===== src/rtl/pipeline_hazard_ctrl_if.sv =====
// Signal bundle between the pipeline datapath and the hazard controller:
// hazard-detection inputs, stage enables/flushes and performance counters.
interface pipeline_hazard_ctrl_if #(
    parameter int CNT_W = 32
);
    logic [4:0]       id_rs1_addr;
    logic [4:0]       id_rs2_addr;
    logic             id_uses_rs1;
    logic             id_uses_rs2;
    logic             id_ex_mem_read;
    logic [4:0]       id_ex_rd_addr;
    logic             ex_branch_taken;
    logic             ex_mem_mem_access;
    logic             dmem_ready;
    logic             perf_clr;
    logic             pc_en;
    logic             if_id_en;
    logic             id_ex_en;
    logic             ex_mem_en;
    logic             if_id_flush;
    logic             id_ex_flush;
    logic [CNT_W-1:0] stall_cycles;
    logic [15:0]      flush_count;
    logic             mem_timeout_err;

    modport master (
        output id_rs1_addr, id_rs2_addr, id_uses_rs1, id_uses_rs2,
               id_ex_mem_read, id_ex_rd_addr, ex_branch_taken,
               ex_mem_mem_access, dmem_ready, perf_clr,
        input  pc_en, if_id_en, id_ex_en, ex_mem_en, if_id_flush, id_ex_flush,
               stall_cycles, flush_count, mem_timeout_err
    );

    modport slave (
        input  id_rs1_addr, id_rs2_addr, id_uses_rs1, id_uses_rs2,
               id_ex_mem_read, id_ex_rd_addr, ex_branch_taken,
               ex_mem_mem_access, dmem_ready, perf_clr,
        output pc_en, if_id_en, id_ex_en, ex_mem_en, if_id_flush, id_ex_flush,
               stall_cycles, flush_count, mem_timeout_err
    );
endinterface


===== src/rtl/pipeline_hazard_ctrl.sv =====
// Five-stage pipeline hazard controller: memory stalls, branch flushes and
// load-use bubbles, with stall/flush performance counters and a sticky memory timeout.
module pipeline_hazard_ctrl #(
    parameter int unsigned MEM_TIMEOUT = 256,
    parameter int          CNT_W       = 32
) (
    input logic                   clk,
    input logic                   rst_n,
    pipeline_hazard_ctrl_if.slave hz
);
    typedef enum logic [1:0] {
        INIT     = 2'd0,
        RUN      = 2'd1,
        MEM_WAIT = 2'd2
    } state_e;

    localparam logic [15:0] TIMEOUT_C = 16'(MEM_TIMEOUT);

    state_e           state_q, state_d;
    logic [CNT_W-1:0] stall_q, stall_d;
    logic [15:0]      flush_q, flush_d;
    logic [15:0]      wait_q, wait_d;
    logic             err_q, err_d;

    logic load_use_s;
    logic pc_en_s, if_id_en_s, id_ex_en_s, ex_mem_en_s;
    logic if_id_flush_s, id_ex_flush_s;

    // Load-use: EX holds a load whose nonzero destination the ID instruction reads.
    always_comb begin
        load_use_s = hz.id_ex_mem_read && (hz.id_ex_rd_addr != 5'd0) &&
                     ((hz.id_uses_rs1 && (hz.id_rs1_addr == hz.id_ex_rd_addr)) ||
                      (hz.id_uses_rs2 && (hz.id_rs2_addr == hz.id_ex_rd_addr)));
    end

    // Next state and stage controls; memory stall outranks branch, branch outranks load-use.
    always_comb begin
        state_d       = state_q;
        pc_en_s       = 1'b1;
        if_id_en_s    = 1'b1;
        id_ex_en_s    = 1'b1;
        ex_mem_en_s   = 1'b1;
        if_id_flush_s = 1'b0;
        id_ex_flush_s = 1'b0;
        case (state_q)
            RUN, MEM_WAIT: begin
                if (!hz.dmem_ready && (state_q == MEM_WAIT || hz.ex_mem_mem_access)) begin
                    pc_en_s     = 1'b0;
                    if_id_en_s  = 1'b0;
                    id_ex_en_s  = 1'b0;
                    ex_mem_en_s = 1'b0;
                    state_d     = MEM_WAIT;
                end else if (hz.ex_branch_taken) begin
                    if_id_flush_s = 1'b1;
                    id_ex_flush_s = 1'b1;
                    state_d       = RUN;
                end else if (load_use_s) begin
                    pc_en_s       = 1'b0;
                    if_id_en_s    = 1'b0;
                    id_ex_flush_s = 1'b1;
                    state_d       = RUN;
                end else begin
                    state_d = RUN;
                end
            end
            default: begin
                pc_en_s       = 1'b0;
                if_id_en_s    = 1'b0;
                id_ex_en_s    = 1'b0;
                ex_mem_en_s   = 1'b0;
                if_id_flush_s = 1'b1;
                id_ex_flush_s = 1'b1;
                state_d       = RUN;
            end
        endcase
    end

    // Saturating counters and timeout tracking; perf_clr wins over any same-cycle update.
    always_comb begin
        stall_d = stall_q;
        flush_d = flush_q;
        wait_d  = wait_q;
        err_d   = err_q;
        if (state_q == RUN || state_q == MEM_WAIT) begin
            if (!pc_en_s && (stall_q != {CNT_W{1'b1}})) begin
                stall_d = stall_q + CNT_W'(1);
            end else begin
                stall_d = stall_q;
            end
            if (id_ex_flush_s && (flush_q != 16'hFFFF)) begin
                flush_d = flush_q + 16'd1;
            end else begin
                flush_d = flush_q;
            end
        end else begin
            stall_d = stall_q;
            flush_d = flush_q;
        end
        if (state_q == MEM_WAIT && !hz.dmem_ready) begin
            if (wait_q < TIMEOUT_C) begin
                wait_d = wait_q + 16'd1;
            end else begin
                wait_d = wait_q;
            end
            if (wait_d >= TIMEOUT_C) begin
                err_d = 1'b1;
            end else begin
                err_d = err_q;
            end
        end else begin
            wait_d = 16'd0;
        end
        if (hz.perf_clr) begin
            stall_d = '0;
            flush_d = 16'd0;
            err_d   = 1'b0;
        end else begin
            err_d = err_d;
        end
    end

    // State and counter registers.
    always_ff @(posedge clk or negedge rst_n) begin
        if (!rst_n) begin
            state_q <= INIT;
            stall_q <= '0;
            flush_q <= 16'd0;
            wait_q  <= 16'd0;
            err_q   <= 1'b0;
        end else begin
            state_q <= state_d;
            stall_q <= stall_d;
            flush_q <= flush_d;
            wait_q  <= wait_d;
            err_q   <= err_d;
        end
    end

    assign hz.pc_en           = pc_en_s;
    assign hz.if_id_en        = if_id_en_s;
    assign hz.id_ex_en        = id_ex_en_s;
    assign hz.ex_mem_en       = ex_mem_en_s;
    assign hz.if_id_flush     = if_id_flush_s;
    assign hz.id_ex_flush     = id_ex_flush_s;
    assign hz.stall_cycles    = stall_q;
    assign hz.flush_count     = flush_q;
    assign hz.mem_timeout_err = err_q;
endmodule

===== src/flat_wrapper.sv =====
// flat-port wrapper written by rule: the top's interface ports become plain ports
module pipeline_hazard_ctrl_flat 
#(
    parameter int unsigned MEM_TIMEOUT = 256,
    parameter int          CNT_W       = 32
)
  (clk, rst_n, hz_id_rs1_addr, hz_id_rs2_addr, hz_id_uses_rs1, hz_id_uses_rs2, hz_id_ex_mem_read, hz_id_ex_rd_addr, hz_ex_branch_taken, hz_ex_mem_mem_access, hz_dmem_ready, hz_perf_clr, hz_pc_en, hz_if_id_en, hz_id_ex_en, hz_ex_mem_en, hz_if_id_flush, hz_id_ex_flush, hz_stall_cycles, hz_flush_count, hz_mem_timeout_err);
  pipeline_hazard_ctrl_if #(.CNT_W(CNT_W)) hz_i ();
  input logic clk;
  input logic rst_n;
  input wire logic [$bits(hz_i.id_rs1_addr)-1:0] hz_id_rs1_addr;
  input wire logic [$bits(hz_i.id_rs2_addr)-1:0] hz_id_rs2_addr;
  input wire logic [$bits(hz_i.id_uses_rs1)-1:0] hz_id_uses_rs1;
  input wire logic [$bits(hz_i.id_uses_rs2)-1:0] hz_id_uses_rs2;
  input wire logic [$bits(hz_i.id_ex_mem_read)-1:0] hz_id_ex_mem_read;
  input wire logic [$bits(hz_i.id_ex_rd_addr)-1:0] hz_id_ex_rd_addr;
  input wire logic [$bits(hz_i.ex_branch_taken)-1:0] hz_ex_branch_taken;
  input wire logic [$bits(hz_i.ex_mem_mem_access)-1:0] hz_ex_mem_mem_access;
  input wire logic [$bits(hz_i.dmem_ready)-1:0] hz_dmem_ready;
  input wire logic [$bits(hz_i.perf_clr)-1:0] hz_perf_clr;
  output wire logic [$bits(hz_i.pc_en)-1:0] hz_pc_en;
  output wire logic [$bits(hz_i.if_id_en)-1:0] hz_if_id_en;
  output wire logic [$bits(hz_i.id_ex_en)-1:0] hz_id_ex_en;
  output wire logic [$bits(hz_i.ex_mem_en)-1:0] hz_ex_mem_en;
  output wire logic [$bits(hz_i.if_id_flush)-1:0] hz_if_id_flush;
  output wire logic [$bits(hz_i.id_ex_flush)-1:0] hz_id_ex_flush;
  output wire logic [$bits(hz_i.stall_cycles)-1:0] hz_stall_cycles;
  output wire logic [$bits(hz_i.flush_count)-1:0] hz_flush_count;
  output wire logic [$bits(hz_i.mem_timeout_err)-1:0] hz_mem_timeout_err;
  assign hz_i.id_rs1_addr = hz_id_rs1_addr;
  assign hz_i.id_rs2_addr = hz_id_rs2_addr;
  assign hz_i.id_uses_rs1 = hz_id_uses_rs1;
  assign hz_i.id_uses_rs2 = hz_id_uses_rs2;
  assign hz_i.id_ex_mem_read = hz_id_ex_mem_read;
  assign hz_i.id_ex_rd_addr = hz_id_ex_rd_addr;
  assign hz_i.ex_branch_taken = hz_ex_branch_taken;
  assign hz_i.ex_mem_mem_access = hz_ex_mem_mem_access;
  assign hz_i.dmem_ready = hz_dmem_ready;
  assign hz_i.perf_clr = hz_perf_clr;
  assign hz_pc_en = hz_i.pc_en;
  assign hz_if_id_en = hz_i.if_id_en;
  assign hz_id_ex_en = hz_i.id_ex_en;
  assign hz_ex_mem_en = hz_i.ex_mem_en;
  assign hz_if_id_flush = hz_i.if_id_flush;
  assign hz_id_ex_flush = hz_i.id_ex_flush;
  assign hz_stall_cycles = hz_i.stall_cycles;
  assign hz_flush_count = hz_i.flush_count;
  assign hz_mem_timeout_err = hz_i.mem_timeout_err;
  pipeline_hazard_ctrl #(.MEM_TIMEOUT(MEM_TIMEOUT), .CNT_W(CNT_W)) u_core (.clk(clk), .rst_n(rst_n), .hz(hz_i));
endmodule

===== config.mk =====
export PLATFORM = sky130hd
export DESIGN_NAME = pipeline_hazard_ctrl_flat
export DESIGN_NICKNAME = d
export VERILOG_FILES = /design/src/rtl/pipeline_hazard_ctrl_if.sv /design/src/rtl/pipeline_hazard_ctrl.sv /design/src/flat_wrapper.sv
export SDC_FILE = /design/constraint.sdc
export NUM_CORES = 1
export LEC_CHECK = 0
export ABC_CLOCK_PERIOD_IN_PS = 3080
export BUFFER_PORTS_ARGS = -buffer_cell sky130_fd_sc_hd__buf_4
export CAP_MARGIN = 15
export CORE_AREA = 2 2 124 126
export DETAILED_ROUTE_END_ITERATION = 10
export DIE_AREA = 0 0 126 128
export PLACE_DENSITY = 0.47
export SYNTH_ARGS = -nofsm -noshare
export SYNTH_HDL_FRONTEND = slang
export SYNTH_SLANG_ARGS = --single-unit
export TNS_END_PERCENT = 50

===== constraint.sdc =====
create_clock -name clk -period 3.08 [get_ports clk]
set_input_delay 0.308 -clock clk [delete_from_list [all_inputs] [get_ports clk]]
set_output_delay 0.308 -clock clk [all_outputs]
set_load 0.05 [all_outputs]

==> metrics, run 1 <==
number of fill cells in the layout=~1600; boundary pin count=79; asr flop ratio synth=1.00; CTS tree=done; clk_skew=0.00768 ns; synth-to-layout area growth=30.0%; hpwl dp=~6900 µm; # diodes=0; # port buffers=78; Die ar.=0.0161 mm²; wire per inst=14.9 µm; clock latency on the worst-skew pair=0.34 ns; placeable core area=roughly 0.015 mm²; synthesized area=between 0.003 and 0.004 mm²; Avg Vias per Cell=4.80; RSZ-0062 raised after global routing=false; vias=roughly 3200; Worst Path Max Fanout=11; VDD IR max=0.000312 V; Top FF cell, synth=dfrtp_1; placed cell count=641; synth warn=0; CP Class=register to register; first-pass GRT wire length=around 17000 µm; CTS H-tree lvls=3; Starting DRT DRC Count=213; Hold WC Path Type=input pin to asynchronous set/reset pin; Starting Density=0.244; final RePlAce weighted congestion=approximately 0.76; Worst R2R Path Depth=9; antenna-violating nets left=0; # Post-CTS Setup Buffers=0; FF-to-FF Start=u_core.state_q[1]; residual DRC count=0; multi-input combinational cell area=about 0.0018 mm²; maximum clock path buffer count=2; chip height=roughly 130 µm; GRT Overall Usage=0.127; Worst Tran Pin Value=just under 0.9 ns; CP required=~3.4 ns; Sw Pwr=roughly 1100 µW; worst hold slack=around 0.083 ns; leakage power=0.00201 µW; Final period util=0.823; Mapped Nets=412; EDFF count, synth=0; DR pass1 iterations=4; Reg2Reg Capture Point=u_core.hz.flush_count[15]; Min Clock Period, post-route=approximately 2.5 ns; DP Worst Slack=about 0.45 ns; Worst Setup SP=u_core.state_q[1]; CTS sink cnt=67; Int Pwr=around 1800 µW; Yosys cell types=between 40 and 50; Finished Layout Cells=657; post-layout net count=between 400 and 500; Worst EP arrival=~2.8 ns; Power Total=2910 µW; Sw Share=0.378; Num CTS Buffers=9; combinational share of power=0.324; Post-CTS Hold Fix Bufs=0; Clock transition at path regs=0.06 ns; largest net degree at the start of global routing=68; setup violators final=0; R2R Setup Slk=about 0.55 ns; max-slew violations=0; Worst setup EP type=register; Mean Syn Cell Area=9.44 µm²; #FFs+latches synth=67; antenna violations before repair=0; root buf cell=clkbuf_16; Routed WL=roughly 10000 µm; Flop pwr share=0.325; status=finished clean; setup TNS=0 ns; Achievable Freq=about 0.4 GHz; # rows=45; maxcap violations=0; GRT Residual Overflow=0; Synth Instances=approximately 380; relative slew slack=0.416; clock group share of total power=0.351; layout cell share with drive strength beyond 1=0.230; vias in the first global route=3192; sequential cell area=roughly 0.0017 mm²; Die X=between 100 and 150 µm; Fin. Hold Viols=0; Setup WS post-layout=about 0.55 ns; post-cts gate resize count=0; startpoint types=register; cell area power density=slightly above 600 mW/mm²; register area share after synthesis=0.463
-- sequential cells by signal (all words and copies together), names as in the netlist --
signal	count
u_core.hz.stall_cycles	32
u_core.hz.mem_timeout_err	1
u_core.wait_q	16
u_core.state_q	2
u_core.hz.flush_count	16
-- placed cells by master (no fill, tap or decap), drive strengths merged, types with 7 or more instances in the layout --
master,synthesis,routed
buf,7,84
dfrtp,67,67
nand2,25,25
nor2,42,42
or3,14,14
o31ai,11,11
xor2,19,19
nor2b,8,8
o21ai,20,20
nand4,12,12
nand3,19,19
inv,10,10
or4,16,16
a21oi,30,30
and2,10,10
nor4,7,7
clkbuf,8,13
and3,7,7
xnor2,13,13
-- critical path, cell delays in order (launching register included) --
cell and delay (ns):
dfrtp_1 0.36, ha_1 0.20, nor2_1 0.10, nor2_1 0.04
or2_1 0.30, inv_1 0.20, o21ai_1 0.25, a21o_1 0.35
or4_1 0.50, a21oi_1 0.15
-- power by group through the flow --
stage,logic [µW],clock network (µW),registers [µW]
after global routing,1040,1090,952
after global placement,950,0,961
after CTS,960,1060,945
after floorplan,628,0,1010
final,944,1020,945
after detailed placement,956,0,960
-- worst max path at each step --
stage	to	slack, ns	cells past startpoint
2_1_floorplan	hz_id_ex_flush	0.31	7
3_3_place_gp	u_core.hz.stall_cycles[16]	0.45	8
3_5_place_dp	u_core.hz.stall_cycles[6]	0.45	9
4_1_cts	u_core.hz.flush_count[11]	0.51	9
5_1_grt	u_core.hz.flush_count[10]	0.29	10
6_report	u_core.hz.flush_count[15]	0.55	9
-- cells in the mapped netlist, types with 2 or more instances --
| cell | instances | area (µm²) |
|---|---|---|
| and4_1 | 6 | 52.6 |
| or3_1 | 14 | 87.6 |
| o21ai_1 | 4 | 20.0 |
| and2_1 | 10 | 62.6 |
| clkbuf_1 | 8 | 30.0 |
| o31ai_1 | 11 | 82.6 |
| or4_1 | 16 | 120 |
| nand3_1 | 19 | 95.1 |
| and3_1 | 7 | 43.8 |
| a21oi_1 | 30 | 150 |
| nand2_1 | 25 | 93.8 |
| nand4_1 | 12 | 75.1 |
| a2111oi_0 | 2 | 17.5 |
| nor2_1 | 42 | 158 |
| a211oi_1 | 5 | 37.5 |
| xor2_1 | 19 | 166 |
| dfrtp_1 | 67 | 1680 |
| nor4_1 | 5 | 31.3 |
| mux2_1 | 6 | 67.6 |
| nor2b_1 | 8 | 50.1 |
| buf_4 | 3 | 22.5 |
| a21o_1 | 2 | 15.0 |
| o21ai_0 | 13 | 65.1 |
| buf_2 | 3 | 15.0 |
| mux2i_1 | 2 | 20.0 |
| nor3_1 | 3 | 15.0 |
| o21ai_2 | 3 | 26.3 |
| ha_1 | 4 | 50.1 |
| inv_1 | 10 | 37.5 |
| xnor2_1 | 13 | 114 |
-- final cells by class --
cell class	instances	share of cell area
clock buffers	13	0.0595
multi-input cells	292	0.389
clock inverters	3	0.00425
repair buffers	84	0.134
well taps	188	0.0499
flip-flops and latches	67	0.356
inverters	10	0.00797
-- metrics by stage --
stage / util / instance area, µm²
4_1_cts: 0.317 / 4710
5_1_grt: 0.317 / 4710
6_report: 0.317 / 4710
3_5_place_dp: 0.297 / 4410
3_3_place_gp: 0.297 / 4410
2_1_floorplan: - / 3620
-- logic make-up (layout without fill, tap and decap cells) --
family,Yosys count,count (layout),share of synthesized area
AO/OA/AOI/OAI,76,76,0.131
XOR/XNOR,32,32,0.0773
adder cells (fa/ha/maj),4,4,0.0138
buffers and inverters,25,110,0.0321
flip-flops,67,67,0.463
multiplexers,8,8,0.0242
AND/OR/NAND/NOR,172,172,0.259
-- metal layers --
layer	vias to the layer above	GRT usage	wire length, µm	part of all wire
li1	1550	-	-	-
met1	1532	0.165	4620	0.47
met2	60	0.201	4610	0.47
met3	13	0.0434	432	0.044
met4	0	0.0381	133	0.014
met5	-	0	0	0
Note: power is estimated with default switching activity, not from simulation.
==> run 2: changes to the inputs <==
--- a/config.mk
+++ b/config.mk
@@ -5,13 +5,13 @@
 export SDC_FILE = /design/constraint.sdc
 export NUM_CORES = 1
 export LEC_CHECK = 0
-export ABC_CLOCK_PERIOD_IN_PS = 3080
+export ABC_CLOCK_PERIOD_IN_PS = 2200
 export BUFFER_PORTS_ARGS = -buffer_cell sky130_fd_sc_hd__buf_4
 export CAP_MARGIN = 15
 export CORE_AREA = 2 2 124 126
 export DETAILED_ROUTE_END_ITERATION = 10
 export DIE_AREA = 0 0 126 128
-export PLACE_DENSITY = 0.47
+export PLACE_DENSITY = 0.49
 export SYNTH_ARGS = -nofsm -noshare
 export SYNTH_HDL_FRONTEND = slang
 export SYNTH_SLANG_ARGS = --single-unit
==> constraint.sdc (replaced) <==
create_clock -name clk -period 2.2 [get_ports clk]
set_input_delay 0.22 -clock clk [delete_from_list [all_inputs] [get_ports clk]]
set_output_delay 0.22 -clock clk [all_outputs]
set_load 0.05 [all_outputs]
==> run 2 against run 1 <==
Compared with the run above:
- largest cell class unchanged
- fmax increased by 18%
- wire length increased by 6.4%
- via count increased by 9.7%
- register-to-register slack got worse by 0.50 ns
- sequential power increased by 40%
- hold slack improved by 0.20 ns
==> metrics, run 2 (synthesis results as in run 1) <==
status=finished clean; # rows=45; worst hold slack=roughly 0.28 ns; clock group share of total power=0.296; Sw Share=0.373; Sw Pwr=between 1500 and 2000 µW; # port buffers=78; Hold WC Path Type=input pin to register; Int Pwr=2850 µW; Final Util=0.368; synth-to-layout area growth=51.1%; Worst Path Max Fanout=7; CP required=2.46 ns; R2R Setup Slk=0.04 ns; final RePlAce weighted congestion=roughly 0.81; max-slew violations=0; max reg flops=32; Starting DRT DRC Count=between 150 and 200; setup TNS=0 ns; leakage power=0.00237 µW; clk_skew=between 0.004 and 0.005 ns; VDD IR max=a little under 0.0009 V; Routed WL=about 10000 µm; setup violators final=0; DR pass1 iterations=4; relative slew slack=0.566; Final period util=0.980; Starting Density=0.244; Avg Vias per Cell=between 4 and 5; CP Class=register to register; clock latency on the worst-skew pair=~0.33 ns; combinational share of power=0.414; met3 WL=slightly below 500 µm; CTS sink cnt=67; Num CTS Buffers=9; antenna-violating nets left=0; uppermost layer routed=met4; post-layout net count=between 500 and 600; first-pass GRT wire length=about 17000 µm; largest net degree at the start of global routing=between 60 and 70; Finished Cell Area=0.00548 mm²; vias=approximately 3500; metal2 WL=4990 µm; root buf cell=clkbuf_16; Power Total=between 4000 and 5000 µW; commonest cells after routing, fill and taps aside=143 x buf_4, 47 x dfrtp_1, 36 x nor2_1; Worst Tran Pin Value=between 0.6 and 0.7 ns; Flop pwr share=0.291; M1 WL=4820 µm; Die X=126 µm; Worst setup EP type=register; maximum clock path buffer count=2; startpoint types=register; # diodes=0; Placed Area=about 0.0050 mm²; hpwl dp=~7500 µm; wire per inst=14.4 µm; commonest non-fill, non-tap cell in the layout=buf_4; CTS tree=done; chip height=128 µm; Worst EP arrival=between 2 and 2.5 ns; vias in the first global route=around 3400; placeable core area=between 0.01 and 0.015 mm²; Die ar.=approximately 0.016 mm²; Clock transition at path regs=~0.060 ns; CTS H-tree lvls=3; residual DRC count=0; cell area power density=about 830 mW/mm²; Achievable Freq=between 0.4 and 0.5 GHz; antenna violations before repair=0; GRT Overall Usage=0.131; boundary pin count=79; Min Clock Period, post-route=around 2.2 ns; layout cell share with drive strength beyond 1=0.418; RSZ-0062 raised after global routing=true; Fin. Hold Viols=0; maxcap violations=0; GRT Residual Overflow=0
==> run 2: changes by cell type in the layout (fill, tap and decap cells not counted), moves of 5 or more <==
cell	before	now
buf_4	84	143
buf_6	0	5
dfrtp_2	0	20
dfrtp_1	67	47
nor2_1	42	36
==> run 2: path summary, 6_finish.rpt <==
path,start,endpoint,cells after the start
max in group asynchronous,rst_n,u_core.hz.stall_cycles[0],3
worst max register to register,u_core.hz.stall_cycles[0],u_core.hz.stall_cycles[28],9
worst min-delay path,hz_dmem_ready,u_core.wait_q[9],3
min in group asynchronous,rst_n,u_core.hz.stall_cycles[19],3
worst max-delay path,u_core.hz.stall_cycles[0],u_core.hz.stall_cycles[28],9
worst min register to register,u_core.wait_q[14],u_core.wait_q[14],1
==> run 2: layout make-up <==
class                           count  area (µm²)
Tap cell                          188         235
Multi-Input combinational cell    292        2040
Inverter                           10        41.3
Clock inverter                      2        10.0
Sequential cell                    67        1700
Fill cell                        1537        9390
Timing Repair Buffer              151        1180
Clock buffer                       14         264
==> run 2: critical path, cell delays in order (launching register included) <==
cell and delay, ns:
dfrtp_2 0.42, ha_4 0.16, and3_4 0.16, nand4_1 0.13, nor3_4 0.07, buf_4 0.14
nor4_4 0.29, o21ai_4 0.13, or4_4 0.44, a21oi_2 0.13
==> run 2: stage by stage <==
stage                     setup WS (ns)  cells
final                            0.0431    724
after global placement           -0.184    700
after detailed placement         -0.191    700
after floorplan                  -0.142    384
after CTS                      0.000233    718
after global routing            -0.0545    724
==> run 2: what timing repair did <==
item,in CTS,in global routing
hold buffers,1,0
buffers inserted,1,6
pin swaps,1,11
resized for setup,6,32
endpoints found under the hold margin,67,0
endpoints found under the setup margin,19,33
==> run 2: metal layers <==
metal	track usage	vias up
met1	0.164	1704
met4	0.0381	0
met2	0.218	63
met5	0	-
li1	-	1684
met3	0.0409	10
==> run 2: power groups by stage <==
stage	Sequential (µW)	Combinational (µW)	Clock, µW
floorplan	1430	1040	0
global placement	1330	1650	0
detailed placement	1340	1650	0
CTS	1310	1730	1390
global route	1330	2000	1440
finish	1320	1880	1340
==> run 3: changes to the inputs <==
--- a/config.mk
+++ b/config.mk
@@ -11,7 +11,8 @@
 export CORE_AREA = 2 2 124 126
 export DETAILED_ROUTE_END_ITERATION = 10
 export DIE_AREA = 0 0 126 128
-export PLACE_DENSITY = 0.49
+export GPL_TIMING_DRIVEN = 0
+export PLACE_DENSITY = 0.43
 export SYNTH_ARGS = -nofsm -noshare
 export SYNTH_HDL_FRONTEND = slang
 export SYNTH_SLANG_ARGS = --single-unit
==> run 3 against run 2 <==
Compared with the run above:
- the run now ends with negative hold slack, negative setup slack left
- wire length is 8.1% higher
- global-route usage increased by 1.2 points
- critical path depth is 2 higher
- non-clock buffer count down 17
- sequential share of layout area about the same
- flip-flop and latch count did not move
- register-to-register slack got worse by 0.13 ns
- hold slack worse by 0.29 ns
- clock skew is 0.0023 ns higher
- total power increased by 6.1%
- sequential power about the same
- die area did not move
- largest cell class unchanged
==> metrics, run 3 (synthesis results as in run 1) <==
CTS tree=done; RSZ-0062 raised after global routing=true; final RePlAce weighted congestion=approximately 0.77; largest net degree at the start of global routing=68; # port buffers=slightly below 80; setup violators final=10; VDD IR max=0.000913 V; Routed WL=approximately 11000 µm; CTS H-tree lvls=3; Die ar.=~0.016 mm²; status=finished with violations; Worst Setup SP=u_core.state_q[1]; layout cell share with drive strength beyond 1=0.454; Min Clock Period, post-route=2.28 ns; wire per inst=15.9 µm; Setup WS post-layout=-0.0820 ns; Clock transition at path regs=around 0.060 ns; FF-to-FF Start=u_core.state_q[1]; Worst setup EP type=register; placed cell count=about 650; violated checks=negative hold slack, negative setup slack; commonest non-fill, non-tap cell in the layout=buf_4; Final period util=1.04; GRT Overall Usage=0.143; # rows=45; maxcap violations=0; Num CTS Buffers=9; Starting Density=0.244; clock latency on the worst-skew pair=0.33 ns; Die X=between 100 and 150 µm; maximum clock path buffer count=2; root buf cell=clkbuf_16; post-layout net count=about 540; Avg Vias per Cell=slightly below 5; vias=around 3400; hpwl dp=approximately 7500 µm; # diodes=0; CP required=between 2 and 2.5 ns; commonest cells after routing, fill and taps aside=113 x buf_4, 43 x dfrtp_1, 37 x nor2_1; Finished Layout Cells=around 700; Starting DRT DRC Count=~160; setup TNS=-0.409 ns; Post-CTS Hold Fix Bufs=0; cell area power density=about 880 mW/mm²; DR pass1 iterations=4; antenna violations before repair=0; Worst Path Max Fanout=8; startpoint types=register; max-slew violations=0; residual DRC count=0; worst hold slack=-0.00274 ns; chip height=approximately 130 µm; clk_skew=approximately 0.0071 ns; GRT Residual Overflow=0; synth-to-layout area growth=51.3%; boundary pin count=between 70 and 80; Achievable Freq=between 0.4 and 0.5 GHz; leakage power=roughly 0.0023 µW; Fin. Hold Viols=3; Worst Tran Pin Value=~0.9 ns; placeable core area=around 0.015 mm²; relative slew slack=0.398; Worst EP arrival=2.54 ns; Final Util=0.369; CP Class=register to register; CTS sink cnt=67; max reg flops=32; antenna-violating nets left=0; vias in the first global route=~3400; first-pass GRT wire length=about 18000 µm; Hold WC Path Type=input pin to asynchronous set/reset pin
-- run 3: cell types whose count changed in the layout (fill, tap and decap cells not counted), moves of 5 or more --
cell	change
a21oi_1	-14
a21oi_2	+14
buf_4	-30
buf_6	+5
or3_1	-6
or3_4	+6
-- run 3: final timing paths --
| kind | cells past startpoint | slack (ns) | endpoint |
|---|---|---|---|
| max | 11 | -0.08 | u_core.hz.flush_count[13] |
| max reg2reg | 11 | -0.08 | u_core.hz.flush_count[13] |
| min reg2reg | 1 | 0.48 | u_core.wait_q[12] |
| min | 1 | -0.003 | u_core.hz.flush_count[11] |
| min in group clk | 3 | 0.26 | u_core.wait_q[15] |
| max in group asynchronous | 1 | 1.53 | u_core.hz.stall_cycles[0] |
-- run 3: where the power goes --
part,switching [µW],internal (µW),total [µW],leakage (µW)
sequential,50.4,1280,1330,0.000890
combinational,1220,844,2070,0.00124
clock,555,872,1430,0.000141
total,1830,3000,4830,0.00227
-- run 3: area by class of cell --
type	instances	area, µm²
multi-input combinational	293	2170
timing repair buffer	119	936
fill	1545	9380
tap	188	235
clock buffer	9	225
buffer	15	96.3
clock inverter	7	68.8
inverter	10	41.3
sequential	67	1710
-- run 3: worst max-delay path, cell delays in order (launching register included) --
cell,delay (ns)
dfrtp_1,0.39
ha_4,0.17
nor2_1,0.08
nor2_1,0.06
or2_1,0.23
buf_6,0.13
clkinvlp_4,0.11
o21ai_4,0.08
a21o_1,0.19
buf_6,0.14
or4_4,0.48
a21oi_2,0.14
-- run 3: per-layer routing --
metal  global-route usage  wire (µm)  vias to the layer above
met3               0.0413        504                       12
met4               0.0491        199                        0
li1                     -          -                     1653
met1                0.187       5220                     1698
met2                0.227       5340                       82
met5                    0          0                        -
-- run 3: stage by stage --
stage          power (µW)  worst slack, ns  cell area, µm²
2_1_floorplan        2470           -0.142            3730
3_3_place_gp         2950           -0.622            4550
3_5_place_dp         2950           -0.597            4550
4_1_cts              4700          -0.0486            5160
5_1_grt              5090           -0.193            5480
6_report             4830          -0.0820            5480
-- run 3: what timing repair did --
action,4_1_cts,5_1_grt
cloned,2,0
pin swaps,19,25
setup buffers,29,12
resized for setup,15,61
setup endpoints to repair,40,45
